### config.mk
export PLATFORM = sky130hd
export DESIGN_NAME = pcw_loader_sink_flat
export DESIGN_NICKNAME = d
export VERILOG_FILES = /design/src/rtl/pcw_loader_if.sv /design/src/rtl/pcw_loader_sink.sv /design/src/flat_wrapper.sv
export SDC_FILE = /design/constraint.sdc
export NUM_CORES = 1
export LEC_CHECK = 0
export BUFFER_PORTS_ARGS = -buffer_cell sky130_fd_sc_hd__buf_2
export CELL_PAD_IN_SITES_DETAIL_PLACEMENT = 1
export CELL_PAD_IN_SITES_GLOBAL_PLACEMENT = 1
export CORE_MARGIN = 1
export CORE_UTILIZATION = 23
export CTS_CLUSTER_SIZE = 8
export DETAILED_ROUTE_END_ITERATION = 16
export GPL_ROUTABILITY_DRIVEN = 0
export PLACE_DENSITY = 0.53
export SYNTH_ARGS = -nofsm -noshare
export SYNTH_HDL_FRONTEND = slang
export SYNTH_SLANG_ARGS = --single-unit
### constraint.sdc
create_clock -name clk_sys -period 5.2 [get_ports clk_sys]
set_clock_uncertainty 0.2 [all_clocks]
set_input_delay 0.52 -clock clk_sys [delete_from_list [all_inputs] [get_ports clk_sys]]
set_output_delay 0.52 -clock clk_sys [all_outputs]
set_load 0.005 [all_outputs]
### src/rtl/pcw_loader_if.sv
// Boot-loader download stream, RAM write port and CPU control bundle for pcw_loader_sink.
interface pcw_loader_if;
    localparam int unsigned ADDR_W = 16;
    localparam int unsigned DATA_W = 8;

    logic              dn_go;
    logic              dn_wr;
    logic [ADDR_W-1:0] dn_addr;
    logic [DATA_W-1:0] dn_data;
    logic              execute_enable;
    logic [ADDR_W-1:0] execute_addr;

    logic              ram_req;
    logic [ADDR_W-1:0] ram_addr;
    logic [DATA_W-1:0] ram_wdata;
    logic              ram_ack;

    logic              cpu_hold;
    logic              cpu_reset;
    logic [ADDR_W-1:0] start_addr;
    logic [ADDR_W-1:0] byte_count;
    logic              overflow;
    logic              busy;

    // Sink side: consumes the download stream, drives RAM and CPU control.
    modport slave (
        input  dn_go, dn_wr, dn_addr, dn_data, execute_enable, execute_addr, ram_ack,
        output ram_req, ram_addr, ram_wdata, cpu_hold, cpu_reset, start_addr,
        output byte_count, overflow, busy
    );

    // Source side: the loader stream, the RAM acknowledge and status observer.
    modport master (
        output dn_go, dn_wr, dn_addr, dn_data, execute_enable, execute_addr, ram_ack,
        input  ram_req, ram_addr, ram_wdata, cpu_hold, cpu_reset, start_addr,
        input  byte_count, overflow, busy
    );
endinterface

### src/rtl/pcw_loader_sink.sv
// Receives the boot-loader byte stream, queues it in a small FIFO, writes it to
// RAM through a req/ack port, holds the CPU during the load and restarts it.
module pcw_loader_sink #(
    parameter int unsigned FIFO_DEPTH   = 4,
    parameter int unsigned RESET_CYCLES = 4
) (
    input logic          clk_sys,
    input logic          reset_n,
    pcw_loader_if.slave  bus
);
    localparam int unsigned AW = (FIFO_DEPTH > 1) ? $clog2(FIFO_DEPTH) : 1;
    localparam int unsigned CW = AW + 1;
    localparam int unsigned RW = (RESET_CYCLES > 1) ? $clog2(RESET_CYCLES) : 1;

    typedef struct packed {
        logic [15:0] addr;
        logic [7:0]  data;
    } entry_t;

    typedef enum logic [1:0] {
        S_IDLE  = 2'd0,
        S_LOAD  = 2'd1,
        S_DRAIN = 2'd2,
        S_EXEC  = 2'd3
    } state_t;

    state_t          state;
    state_t          state_next;
    logic            clear_stats;
    logic            enter_exec;

    entry_t          mem [FIFO_DEPTH];
    logic [AW-1:0]   rd_ptr;
    logic [AW-1:0]   wr_ptr;
    logic [AW-1:0]   rd_next;
    logic [CW-1:0]   count;
    logic [CW-1:0]   count_next;
    entry_t          push_entry;
    entry_t          head_next;
    logic            fifo_full;
    logic            wr_in_load;
    logic            push;
    logic            pop;
    logic            drop;

    logic            exec_pending;
    logic [RW-1:0]   exec_cnt;

    logic            ram_req_q;
    entry_t          head_q;
    logic            cpu_hold_q;
    logic            cpu_reset_q;
    logic            busy_q;
    logic [15:0]     start_addr_q;
    logic [15:0]     byte_count_q;
    logic            overflow_q;

    // FIFO push/pop decisions; a full FIFO still accepts a byte when the head leaves the same cycle.
    always_comb begin
        push_entry = '{addr: bus.dn_addr, data: bus.dn_data};
        fifo_full  = (count == CW'(FIFO_DEPTH));
        pop        = bus.ram_ack && (count != '0);
        wr_in_load = (state == S_LOAD) && bus.dn_wr;
        push       = wr_in_load && (!fifo_full || pop);
        drop       = wr_in_load && fifo_full && !pop;
        count_next = count + CW'(push) - CW'(pop);
        rd_next    = pop ? rd_ptr + AW'(1) : rd_ptr;
    end

    // Entry shown on the RAM port after this edge; a push into an emptied FIFO bypasses the array.
    always_comb begin
        head_next = '0;
        if (count_next != '0) begin
            if ((count - CW'(pop)) == '0) begin
                head_next = push_entry;
            end else begin
                head_next = mem[rd_next];
            end
        end
    end

    // State register.
    always_ff @(posedge clk_sys or negedge reset_n) begin
        if (!reset_n) begin
            state <= S_IDLE;
        end else begin
            state <= state_next;
        end
    end

    // Next-state logic; dn_go outranks a pending execute request.
    always_comb begin
        state_next  = state;
        clear_stats = 1'b0;
        enter_exec  = 1'b0;
        case (state)
            S_IDLE: begin
                if (bus.dn_go) begin
                    state_next  = S_LOAD;
                    clear_stats = 1'b1;
                end else if (exec_pending) begin
                    state_next = S_EXEC;
                    enter_exec = 1'b1;
                end
            end
            S_LOAD: begin
                if (!bus.dn_go) begin
                    state_next = S_DRAIN;
                end
            end
            S_DRAIN: begin
                if (bus.dn_go) begin
                    state_next = S_LOAD;
                end else if (count == '0) begin
                    if (exec_pending) begin
                        state_next = S_EXEC;
                        enter_exec = 1'b1;
                    end else begin
                        state_next = S_IDLE;
                    end
                end
            end
            S_EXEC: begin
                if (exec_cnt == RW'(RESET_CYCLES - 1)) begin
                    state_next = S_IDLE;
                end
            end
            default: state_next = S_IDLE;
        endcase
    end

    // Cycles spent in EXEC, restarting from zero on every entry.
    always_ff @(posedge clk_sys or negedge reset_n) begin
        if (!reset_n) begin
            exec_cnt <= '0;
        end else if ((state == S_EXEC) && (state_next == S_EXEC)) begin
            exec_cnt <= exec_cnt + RW'(1);
        end else begin
            exec_cnt <= '0;
        end
    end

    // Execute request latch; a new request in the EXEC-entry cycle survives the clear.
    always_ff @(posedge clk_sys or negedge reset_n) begin
        if (!reset_n) begin
            exec_pending <= 1'b0;
            start_addr_q <= '0;
        end else begin
            if (enter_exec) begin
                exec_pending <= 1'b0;
            end
            if (bus.execute_enable) begin
                exec_pending <= 1'b1;
                start_addr_q <= bus.execute_addr;
            end
        end
    end

    // FIFO storage; contents are only meaningful below the occupancy count.
    always_ff @(posedge clk_sys) begin
        if (push) begin
            mem[wr_ptr] <= push_entry;
        end
    end

    // FIFO pointers and occupancy.
    always_ff @(posedge clk_sys or negedge reset_n) begin
        if (!reset_n) begin
            rd_ptr <= '0;
            wr_ptr <= '0;
            count  <= '0;
        end else begin
            rd_ptr <= rd_next;
            count  <= count_next;
            if (push) begin
                wr_ptr <= wr_ptr + AW'(1);
            end
        end
    end

    // Registered RAM request and head entry.
    always_ff @(posedge clk_sys or negedge reset_n) begin
        if (!reset_n) begin
            ram_req_q <= 1'b0;
            head_q    <= '0;
        end else begin
            ram_req_q <= (count_next != '0);
            head_q    <= head_next;
        end
    end

    // Load statistics: saturating write counter and sticky drop flag.
    always_ff @(posedge clk_sys or negedge reset_n) begin
        if (!reset_n) begin
            byte_count_q <= '0;
            overflow_q   <= 1'b0;
        end else if (clear_stats) begin
            byte_count_q <= '0;
            overflow_q   <= 1'b0;
        end else begin
            if (pop && (byte_count_q != 16'hFFFF)) begin
                byte_count_q <= byte_count_q + 16'd1;
            end
            if (drop) begin
                overflow_q <= 1'b1;
            end
        end
    end

    // CPU control levels follow the state being entered.
    always_ff @(posedge clk_sys or negedge reset_n) begin
        if (!reset_n) begin
            cpu_hold_q  <= 1'b0;
            cpu_reset_q <= 1'b0;
            busy_q      <= 1'b0;
        end else begin
            cpu_hold_q  <= (state_next != S_IDLE);
            cpu_reset_q <= (state_next == S_EXEC);
            busy_q      <= (state_next != S_IDLE);
        end
    end

    assign bus.ram_req    = ram_req_q;
    assign bus.ram_addr   = head_q.addr;
    assign bus.ram_wdata  = head_q.data;
    assign bus.cpu_hold   = cpu_hold_q;
    assign bus.cpu_reset  = cpu_reset_q;
    assign bus.busy       = busy_q;
    assign bus.start_addr = start_addr_q;
    assign bus.byte_count = byte_count_q;
    assign bus.overflow   = overflow_q;
endmodule
### src/flat_wrapper.sv
// flat-port wrapper written by rule: the top's interface ports become plain ports
module pcw_loader_sink_flat 
#(
    parameter int unsigned FIFO_DEPTH   = 4,
    parameter int unsigned RESET_CYCLES = 4
)
  (clk_sys, reset_n, bus_dn_go, bus_dn_wr, bus_dn_addr, bus_dn_data, bus_execute_enable, bus_execute_addr, bus_ram_ack, bus_ram_req, bus_ram_addr, bus_ram_wdata, bus_cpu_hold, bus_cpu_reset, bus_start_addr, bus_byte_count, bus_overflow, bus_busy);
  pcw_loader_if bus_i ();
  input logic clk_sys;
  input logic reset_n;
  input wire logic [$bits(bus_i.dn_go)-1:0] bus_dn_go;
  input wire logic [$bits(bus_i.dn_wr)-1:0] bus_dn_wr;
  input wire logic [$bits(bus_i.dn_addr)-1:0] bus_dn_addr;
  input wire logic [$bits(bus_i.dn_data)-1:0] bus_dn_data;
  input wire logic [$bits(bus_i.execute_enable)-1:0] bus_execute_enable;
  input wire logic [$bits(bus_i.execute_addr)-1:0] bus_execute_addr;
  input wire logic [$bits(bus_i.ram_ack)-1:0] bus_ram_ack;
  output wire logic [$bits(bus_i.ram_req)-1:0] bus_ram_req;
  output wire logic [$bits(bus_i.ram_addr)-1:0] bus_ram_addr;
  output wire logic [$bits(bus_i.ram_wdata)-1:0] bus_ram_wdata;
  output wire logic [$bits(bus_i.cpu_hold)-1:0] bus_cpu_hold;
  output wire logic [$bits(bus_i.cpu_reset)-1:0] bus_cpu_reset;
  output wire logic [$bits(bus_i.start_addr)-1:0] bus_start_addr;
  output wire logic [$bits(bus_i.byte_count)-1:0] bus_byte_count;
  output wire logic [$bits(bus_i.overflow)-1:0] bus_overflow;
  output wire logic [$bits(bus_i.busy)-1:0] bus_busy;
  assign bus_i.dn_go = bus_dn_go;
  assign bus_i.dn_wr = bus_dn_wr;
  assign bus_i.dn_addr = bus_dn_addr;
  assign bus_i.dn_data = bus_dn_data;
  assign bus_i.execute_enable = bus_execute_enable;
  assign bus_i.execute_addr = bus_execute_addr;
  assign bus_i.ram_ack = bus_ram_ack;
  assign bus_ram_req = bus_i.ram_req;
  assign bus_ram_addr = bus_i.ram_addr;
  assign bus_ram_wdata = bus_i.ram_wdata;
  assign bus_cpu_hold = bus_i.cpu_hold;
  assign bus_cpu_reset = bus_i.cpu_reset;
  assign bus_start_addr = bus_i.start_addr;
  assign bus_byte_count = bus_i.byte_count;
  assign bus_overflow = bus_i.overflow;
  assign bus_busy = bus_i.busy;
  pcw_loader_sink #(.FIFO_DEPTH(FIFO_DEPTH), .RESET_CYCLES(RESET_CYCLES)) u_core (.clk_sys(clk_sys), .reset_n(reset_n), .bus(bus_i));
endmodule
==> run summary, run 1 <==
Sink Count: 168
Clk pwr share: 25.9%
Syn Inst Count: 459
CP Max Fanout: 27
P_leak: 3.43 nW
Tot GR Track Use: 11.5%
initial antenna violation count: 1
Logic pwr share: 37.6%
TritonRoute pass-1 iters: 5
Die Width: 177 µm
CP dominant cell by count: buf_4
max_slew headroom: 38.7%
crit end category: register
post-route setup slack: 1170 ps
area grow syn2layout: 22.8%
Int Pwr: 3.31 mW
Psw: 1.83 mW
most common cell after layout, fill and taps aside: buf_2
ys flop type: edfxtp_1
CP max stage delay: 490 ps
Synth area leaders: edfxtp_1, dfrtp_1, mux2i_1, o221ai_2, mux2_2
outcome: complete, no violations
most frequent cells in the layout: buf_2, edfxtp_1, dfrtp_1, mux2i_1, nand4_1
I/O pin cnt: 107
final std cells w/o fill: 974
Least-Margin Pin Slew: 920 ps
CP Depth: 12
initial core utilization: 23.6%
Max clock buf depth: 2
vias in the first global route: 4730
Starting DRT DRC Count: 223
wire per inst: 17.7 µm
Avg Synthesized Cell Area: 15.4 µm²
Worst setup SP type: register
Post-synth EDFFs: 96
RSZ-0062 raised after global routing: no
Die Ht: 177 µm
Worst Hold Class: input pin to register
Yosys top cell by area: edfxtp_1
critical path's slowest cell: dfrtp_1
Hold Path Stages: 1
number of synthesized register bits: 168
Vias/cell: 4.45
final worst path period share: 77.5%
Clk Latency, worst-skew pair: 420 ps
Setup WS pre-CTS: 1230 ps
crit path DAT: 4110 ps
Hold Slack: 122 ps
total gr overflow: 0
total chip power: 5.14 mW
Seq/Total Area, Yosys: 66.4%
Synthesis Warnings: 0
DRC: 0
Buffers & Inverters on Critical Path: 4
power per cell area: 593 nW/µm²
post-synth top area share: 40.9%
f_max: 248 MHz
CTS buffer count: 17
final WL: 17200 µm
H-tree depth: 4
CORE AREA: 29900 µm²
fraction of layout cells with a size suffix above 1: 34.8%
# setup viols final: 0
Async SR Flop Fraction: 42.9%
die area: 31400 µm²
Vias: 4339
CTS tree: done
Maximum Capacitance Violations: 0
Reg clk slew, reported paths: 60 ps
setup TNS: 0 ps
VDD IR max: 0.000308 V
fin. max-slew vios: 0
Port Buffers: 106
Final #Nets: 625
post-synth net total: 514
largest net degree at the start of global routing: 51
Final Hold Fails: 0
distinct cell type count after synthesis: 46
first-pass GRT wire length: 27000 µm
dpl cells: 940
row count: 63
data required time of the critical path: 5280 ps
crit-path cells: inv_1 -> nor4_1 -> nor4bb_1 -> buf_4 -> ha_1 -> fa_1 -> xnor3_1 -> or3_1 -> buf_4 -> o211ai_4 -> buf_4 -> o221ai_1
switching share of power: 35.6%
Final ANT Viol Nets: 0
worst r2r path cells: 12
HPWL Detailed: 10800 µm
Setup Crit Path Kind: register to register
minimum clock period: 4030 ps
sequential share of power: 36.5%
synthesized cell area: 7050 µm²
top cell family by delay on the critical path: buffers and inverters
clk root buf: clkbuf_16
==> area by class of cell <==
type | count | area (µm²)
clock buffer | 21 | 460
clock inverter | 11 | 159
inverter | 10 | 37.5
timing repair buffer | 121 | 648
antenna | 1 | 2.50
fill | 3173 | 21200
sequential | 168 | 4680
tap | 390 | 488
multi-input combinational | 252 | 2180
==> cell families (layout without fill, tap and decap cells) <==
kind of cell,Yosys count,after routing,synth area share (%)
DFF,168,168,66.4
adders and majority gates,9,9,1.70
muxes,75,75,11.0
AOI/OAI and AO/OA,61,61,8.94
xor gates and xnor gates,4,4,0.692
other,0,1,0
and+or+nand+nor,103,103,8.36
buffers and inverters,39,163,2.93
==> worst register-to-register path: stages, from the launching register on <==
cell      delay [ps]
dfrtp_1          490
inv_1            170
nor4_1           400
nor4bb_1         110
buf_4            180
ha_1             210
fa_1             410
xnor3_1          240
or3_1            330
buf_4            270
o211ai_4         290
buf_4            410
o221ai_1         180
==> synth_stat cells, types with 4 or more instances <==
master / count
a211oi_1: 4
a21oi_1: 9
and2_1: 8
and3_1: 4
and4_1: 4
buf_2: 5
buf_6: 6
clkbuf_1: 15
dfrtp_1: 72
edfxtp_1: 96
ha_1: 8
inv_1: 10
mux2_2: 18
mux2i_1: 57
nand2_1: 19
nand3_1: 6
nand4_1: 28
nor2_1: 8
o21ai_0: 4
o221ai_2: 21
o31ai_1: 7
or2_2: 9
==> power groups by stage <==
stage | Clock [mW] | Sequential [mW] | Combinational (mW)
after floorplan | 0 | 1.85 | 1.47
after detailed placement | 0 | 1.91 | 1.98
after global routing | 1.42 | 1.91 | 2.14
after global placement | 0 | 1.89 | 1.92
final | 1.33 | 1.88 | 1.94
after CTS | 1.37 | 1.88 | 1.99
==> per-stage QoR <==
stage	util (%)	cell area, µm²
global route	29.0	8660
finish	29.0	8660
CTS	29.0	8660
global placement	26.9	8030
floorplan	-	7050
detailed placement	26.9	8030
==> metal layers <==
| layer | up-vias | global-route usage, % | wire length [µm] |
|---|---|---|---|
| li1 | 1995 | - | - |
| met1 | 2262 | 13.5 | 7410 |
| met2 | 70 | 20.2 | 9010 |
| met3 | 12 | 2.79 | 615 |
| met4 | 0 | 3.99 | 185 |
| met5 | - | 0 | 0 |
==> worst paths after layout <==
| check | start | end | slack (ps) |
|---|---|---|---|
| setup / recovery | u_core.count[2] | u_core.bus.ram_wdata[1] | 1170 |
| hold / removal | bus_dn_addr[4] | u_core.mem[1][12] | 120 |
| setup reg to reg | u_core.count[2] | u_core.bus.ram_wdata[1] | 1170 |
| hold reg to reg | u_core.exec_cnt[0] | u_core.exec_cnt[0] | 240 |
| max in group asynchronous | reset_n | u_core.bus.start_addr[6] | 3440 |
| min in group asynchronous | reset_n | u_core.bus.ram_wdata[5] | 340 |
==> state kept, by name (all words and copies together) (netlist names) <==
register	flops
u_core.bus.ram_addr	16
u_core.exec_cnt	2
u_core.bus.byte_count	16
u_core.bus.ram_req	1
u_core.bus.overflow	1
u_core.exec_pending	1
u_core.bus.cpu_hold	1
u_core.bus.ram_wdata	8
u_core.count	3
u_core.bus.start_addr	16
u_core.state	2
u_core.wr_ptr	2
u_core.rd_ptr	2
u_core.bus.cpu_reset	1
u_core.mem	96
==> repair_timing <==
action                    CTS  global route
setup buffers               0             0
gates resized for setup     0             0
hold buffers                1             0
hold endpoints to repair   22             0
No activity file was read; power rests on OpenSTA's default activity.
==> run 2, diff against run 1 <==
--- a/config.mk
+++ b/config.mk
@@ -13,7 +13,7 @@
 export CTS_CLUSTER_SIZE = 8
 export DETAILED_ROUTE_END_ITERATION = 16
 export GPL_ROUTABILITY_DRIVEN = 0
-export PLACE_DENSITY = 0.53
+export PLACE_DENSITY = 0.54
 export SYNTH_ARGS = -nofsm -noshare
 export SYNTH_HDL_FRONTEND = slang
 export SYNTH_SLANG_ARGS = --single-unit
==> constraint.sdc (replaced) <==
create_clock -name clk_sys -period 3.45 [get_ports clk_sys]
set_clock_uncertainty 0.2 [all_clocks]
set_input_delay 0.345 -clock clk_sys [delete_from_list [all_inputs] [get_ports clk_sys]]
set_output_delay 0.345 -clock clk_sys [all_outputs]
set_load 0.005 [all_outputs]
==> run 2 against run 1 <==
Compared with the run above: combinational power is 63% higher; core utilization is 1.6 points higher; sequential cell count stayed put; largest power group unchanged; via count is 3.7% higher; total power is 54% higher; critical path type unchanged; count of clock-buffer cells in the layout is 4 lower; clock power is 45% higher; register-to-register slack worse by 940 ps; setup slack worse by 940 ps; wire length is 3.5% higher; non-clock buffer count is 43 higher; critical endpoint is now u_core.bus.ram_addr[13]; global-route usage is 0.42 points higher.
==> run summary, run 2 (synthesis results as in run 1) <==
Vias: 4498 (+3.7%)
Setup WS pre-CTS: 191 ps (-1040 ps)
fill count: 3146 (-0.85%)
Die Width: 177 µm (unchanged)
Final #Nets: 668 (+6.9%)
RSZ-0062 raised after global routing: no
DP Area: 8120 µm² (+1.1%)
wire per inst: 17.5 µm (-0.74%)
crit end category: register
fraction of layout cells with a size suffix above 1: 33.4% (-1.4 points)
Clk Latency, worst-skew pair: 420 ps (about the same)
highest routed layer: met4
most frequent cells in the layout: buf_2, edfxtp_1, dfrtp_1, mux2i_1, dlygate4sd3_1
total chip power: 7.92 mW (+54%)
Final Core Density: 30.6% (+1.6 points)
initial antenna violation count: 0 (-1)
DRC: 0 (unchanged)
post-route setup slack: 233 ps (-936 ps)
crit-path cells: o31a_1 -> nand2b_1 -> nand2_1 -> ha_1 -> fa_1 -> xnor3_1 -> or3_1 -> buf_4 -> nand4_1 -> o221ai_2
clk root buf: clkbuf_16
power per cell area: 865 nW/µm² (+46%)
CP Max Fanout: 25 (-7.4%)
H-tree depth: 4 (unchanged)
Max clock buf depth: 2 (unchanged)
crit path DAT: 3300 ps (-810 ps)
most common cell after layout, fill and taps aside: buf_2
VDD IR max: 0.000501 V (+63%)
Setup Crit Path Kind: register to register
Starting DRT DRC Count: 206 (-7.6%)
Least-Margin Pin Slew: 974 ps (+54.0 ps)
setup TNS: 0 ps (unchanged)
Reg clk slew, reported paths: 70 ps (about the same)
fin. max-slew vios: 0 (unchanged)
Tot GR Track Use: 11.9% (+0.42 points)
initial core utilization: 23.6% (unchanged)
Maximum Capacitance Violations: 0 (unchanged)
DR WL met3: 555 µm (-9.8%)
Worst Hold Class: input pin to register
largest net degree at the start of global routing: 67 (+31%)
area grow syn2layout: 29.7%
met1 WL: 7970 µm (+7.6%)
outcome: complete, no violations
max_slew headroom: 35.1% (-3.6 points)
Final Hold Fails: 0 (unchanged)
final std cells w/o fill: 1016 (+4.3%)
final WL: 17800 µm (+3.5%)
P_leak: 3.63 nW (+5.8%)
I/O pin cnt: 107 (unchanged)
Worst setup SP type: register
CTS buffer count: 17 (unchanged)
dpl cells: 943 (+0.32%)
max FFs per register: 96 (unchanged)
final worst path period share: 93.2% (+16 points)
critical path's slowest cell: dfrtp_1
Post-Layout Inst Area: 9150 µm² (+5.6%)
HPWL Detailed: 11200 µm (+3.0%)
die area: 31400 µm² (unchanged)
CORE AREA: 29900 µm² (unchanged)
minimum clock period: 3220 ps (-814 ps)
data required time of the critical path: 3540 ps (-1740 ps)
vias in the first global route: 4876 (+3.1%)
met2 wire len: 9180 µm (+1.9%)
row count: 63 (unchanged)
Vias/cell: 4.43 (-0.62%)
first-pass GRT wire length: 28000 µm (+3.9%)
Sink Count: 168 (unchanged)
Reg with most FFs: u_core.mem
Die Ht: 177 µm (unchanged)
Final ANT Viol Nets: 0 (unchanged)
Port Buffers: 106 (unchanged)
CTS tree: done
Hold Slack: 22.5 ps (-99.1 ps)
total gr overflow: 0 (unchanged)
CP max stage delay: 480 ps (about the same)
f_max: 311 MHz (+25%)
diode count: 0 (-1)
TritonRoute pass-1 iters: 4 (-1)
# setup viols final: 0 (unchanged)
[run 2: changes by cell type in the layout (fill, tap and decap cells not counted)]
cell / delta
inv_8: +6
dlygate4sd3_1: +40
buf_4: -2
nor4_2: +1
bufinv_16: -3
diode_2: -1
clkinv_8: +5
clkbuf_8: -2
inv_6: -5
buf_12: +5
inv_12: +1
nor4_1: -1
clkbuf_1: -2
[run 2: path summary, 6_finish.rpt]
path,slack (ps),cells past startpoint,start,to
setup / recovery,230,10,u_core.count[0],u_core.bus.ram_addr[13]
hold / removal,20,2,bus_dn_go,u_core.state[1]
setup reg to reg,230,10,u_core.count[0],u_core.bus.ram_addr[13]
hold reg to reg,240,1,u_core.exec_cnt[0],u_core.exec_cnt[0]
max in group asynchronous,1950,3,reset_n,u_core.bus.byte_count[11]
min in group asynchronous,430,2,reset_n,u_core.bus.start_addr[7]
[run 2: where the power goes]
group	total, mW	switching, mW	internal (mW)
Combinational	3.16	1.80	1.36
Clock	1.93	0.940	0.993
Sequential	2.83	0.252	2.57
Total	7.92	2.99	4.92
[run 2: worst max-delay path, delay by kind of cell, from the launching register on]
family,cells,cell delay [ps]
compound gates,2,460
xor+xnor,1,220
fa+ha+maj,2,590
buf+inv,1,310
flops,1,480
simple gates,4,820
[run 2: timing repair]
action / in CTS / in global routing
resized for setup: 0 / 1
endpoints found under the setup margin: 0 / 1
endpoints found under the hold margin: 176 / 0
buffers inserted: 0 / 0
hold buffers: 41 / 0
[run 2: metal layers]
metal | up-vias | global-route usage, %
li1 | 2085 | -
met1 | 2315 | 14.7
met2 | 88 | 20.8
met3 | 10 | 2.56
met4 | 0 | 3.02
met5 | - | 0
[run 2: area by class of cell]
cell class              count  area (µm²)  share of cell area, %
repair buffers            164        1130                   12.4
flip-flops and latches    168        4680                   51.2
inverters                  10        37.5                  0.410
clock buffers              17         425                   4.65
multi-input cells         252        2190                   23.9
clock inverters            15         190                   2.08
well taps                 390         488                   5.33
==> run 3, diff against run 2 <==
--- a/config.mk
+++ b/config.mk
@@ -5,15 +5,16 @@
 export SDC_FILE = /design/constraint.sdc
 export NUM_CORES = 1
 export LEC_CHECK = 0
+export ABC_CLOCK_PERIOD_IN_PS = 3450
 export BUFFER_PORTS_ARGS = -buffer_cell sky130_fd_sc_hd__buf_2
 export CELL_PAD_IN_SITES_DETAIL_PLACEMENT = 1
 export CELL_PAD_IN_SITES_GLOBAL_PLACEMENT = 1
 export CORE_MARGIN = 1
-export CORE_UTILIZATION = 23
+export CORE_UTILIZATION = 42
 export CTS_CLUSTER_SIZE = 8
 export DETAILED_ROUTE_END_ITERATION = 16
 export GPL_ROUTABILITY_DRIVEN = 0
-export PLACE_DENSITY = 0.54
+export PLACE_DENSITY = 0.83
 export SYNTH_ARGS = -nofsm -noshare
 export SYNTH_HDL_FRONTEND = slang
 export SYNTH_SLANG_ARGS = --single-unit
==> run 3 against run 2 <==
Compared with the run above: total power down 1.4%; sequential share of layout area up 1.8 points; global-route usage up 9.2 points; largest cell class unchanged.
==> run summary, run 3 (synthesis results as in run 1) <==
outcome: complete, no violations
Vias/cell: 5.42 (+22%)
Tot GR Track Use: 21.1% (+9.2 points)
Setup Crit Path Kind: register to register
DP Area: 7840 µm² (-3.4%)
Final #Nets: 664 (-0.60%)
WHS Endpoint: u_core.bus.overflow
total chip power: 7.80 mW (-1.4%)
Port Buffers: 106 (unchanged)
wire per inst: 20.6 µm (+17%)
dpl cells: 768 (-19%)
FF+latch area: 4690 µm² (about the same)
post-CTS setup buffer count: 0 (unchanged)
Worst Hold Class: input pin to register
Reg clk slew, reported paths: 70 ps (about the same)
clk root buf: clkbuf_16
minimum clock period: 3280 ps (+64.8 ps)
Setup WS pre-CTS: 103 ps (-87.9 ps)
post-route setup slack: 168 ps (-64.8 ps)
initial antenna violation count: 0 (unchanged)
Maximum Capacitance Violations: 0 (unchanged)
data required time of the critical path: 3530 ps (about the same)
Hold Path Stages: 3 (+1)
total gr overflow: 0 (unchanged)
die area: 17300 µm² (-45%)
Final Hold Fails: 0 (unchanged)
Logic pwr share: 40.0% (about the same)
CP Max Fanout: 25 (unchanged)
H-tree depth: 4 (unchanged)
FF-to-FF Start: u_core.count[0]
reg2reg setup slack: 170 ps (-60 ps)
Die Ht: 132 µm (-26%)
sequential share of power: 36.3% (+0.6 points)
initial core utilization: 42.8% (+19 points)
Max clock buf depth: 2 (unchanged)
final worst path period share: 95.1% (+1.9 points)
Final ANT Viol Nets: 0 (unchanged)
final std cells w/o fill: 842 (-17%)
Reg-to-Reg End: u_core.bus.ram_addr[14]
CTS tree: done
CORE AREA: 16500 µm² (-45%)
Clk Latency, worst-skew pair: 420 ps (about the same)
crit end category: register
hold path start: bus_dn_wr
# setup viols final: 0 (unchanged)
vias in the first global route: 5015 (+2.9%)
Vias: 4561 (+1.4%)
final WL: 17300 µm (-2.7%)
worst r2r path cells: 10 (unchanged)
power per cell area: 883 nW/µm² (+2.0%)
Die Width: 132 µm (-26%)
Psw: 2.86 mW (-4.3%)
Reg with most FFs: u_core.mem
crit path DAT: 3360 ps (+60 ps)
row count: 47 (-25%)
Clk pwr share: 23.8% (-0.6 points)
Worst setup SP type: register
most frequent cells in the layout: buf_2, edfxtp_1, dfrtp_1, mux2i_1, dlygate4sd3_1
f_max: 305 MHz (-2.0%)
TritonRoute pass-1 iters: 6 (+2)
HPWL Detailed: 10200 µm (-8.5%)
P_leak: 3.58 nW (-1.3%)
Starting DRT DRC Count: 175 (-15%)
RSZ-0062 raised after global routing: no
DRC: 0 (unchanged)
Sink Count: 168 (unchanged)
switching share of power: 36.7% (-1.1 points)
largest net degree at the start of global routing: 73 (+9.0%)
I/O pin cnt: 107 (unchanged)
Post-Layout Inst Area: 8840 µm² (-3.4%)
first-pass GRT wire length: 27900 µm (-0.35%)
most common cell after layout, fill and taps aside: buf_2
setup TNS: 0 ps (unchanged)
Least-Margin Pin Slew: 1350 ps (+375 ps)
fill count: 1642 (-48%)
area grow syn2layout: 25.3%
max FFs per register: 96 (unchanged)
max_slew headroom: 10.1% (-25 points)
CTS buffer count: 17 (unchanged)
fraction of layout cells with a size suffix above 1: 32.6% (-0.75 points)
VDD IR max: 0.000778 V (+55%)
Int Pwr: 4.94 mW (+0.29%)
diode count: 0 (unchanged)
fin. max-slew vios: 0 (unchanged)
area of the multi-input gates: 2190 µm² (unchanged)
==> run 3: power by group through the flow <==
| stage | Combinational (mW) | Sequential [mW] | Clock [mW] |
|---|---|---|---|
| final | 3.12 | 2.83 | 1.85 |
| after global routing | 3.38 | 2.87 | 1.95 |
| after CTS | 3.15 | 2.82 | 1.88 |
| after detailed placement | 3.09 | 2.86 | 0 |
| after global placement | 2.91 | 2.83 | 0 |
| after floorplan | 2.21 | 2.79 | 0 |
==> run 3: what timing repair did <==
action | CTS | global route
hold endpoints to repair | 183 | 0
resized for setup | 0 | 2
hold buffers | 42 | 0
endpoints found under the setup margin | 0 | 24
==> run 3: metal layers <==
metal	GRT usage [%]	vias up	routed length, µm
met1	25.1	2359	7050
met3	4.09	19	562
met2	38.0	109	9500
met5	0	-	0
met4	7.24	0	228
li1	-	2074	-
==> run 3: worst max path at each step <==
stage               startpoint                      end  slack (ps)  cells after the start
4_1_cts        u_core.count[2]  u_core.bus.ram_addr[14]          70                     10
2_1_floorplan  u_core.count[1]  u_core.bus.ram_addr[14]         370                     13
6_report       u_core.count[0]  u_core.bus.ram_addr[14]         170                     10
5_1_grt        u_core.count[2]  u_core.bus.ram_wdata[1]          40                      9
3_5_place_dp   u_core.count[2]   u_core.bus.ram_addr[5]         100                     10
3_3_place_gp   u_core.count[2]  u_core.bus.ram_addr[15]         340                     10
==> run 3: through the flow <==
stage / hold WS [ps] / utilization, %
final: 70.0 / 53.7
after global routing: 128 / 53.7
after CTS: 58.4 / 53.6
after detailed placement: 246 / 47.6
after global placement: 217 / 47.6
after floorplan: -151 / -
==> run 3: final cells by class <==
| class | count | share of cell area, % |
|---|---|---|
| inverters | 10 | 0.425 |
| flip-flops and latches | 168 | 53.0 |
| well taps | 220 | 3.11 |
| clock inverters | 13 | 1.54 |
| clock buffers | 19 | 4.90 |
| multi-input cells | 252 | 24.8 |
| repair buffers | 160 | 12.2 |
==> run 3: critical path: stages (launching register included) <==
cell	delay [ps]
dfrtp_1	480
o31a_1	350
nand2b_1	150
nand2_1	80
ha_1	200
fa_1	410
xnor3_1	230
or3_1	440
buf_4	300
nand4_1	160
o221ai_2	140
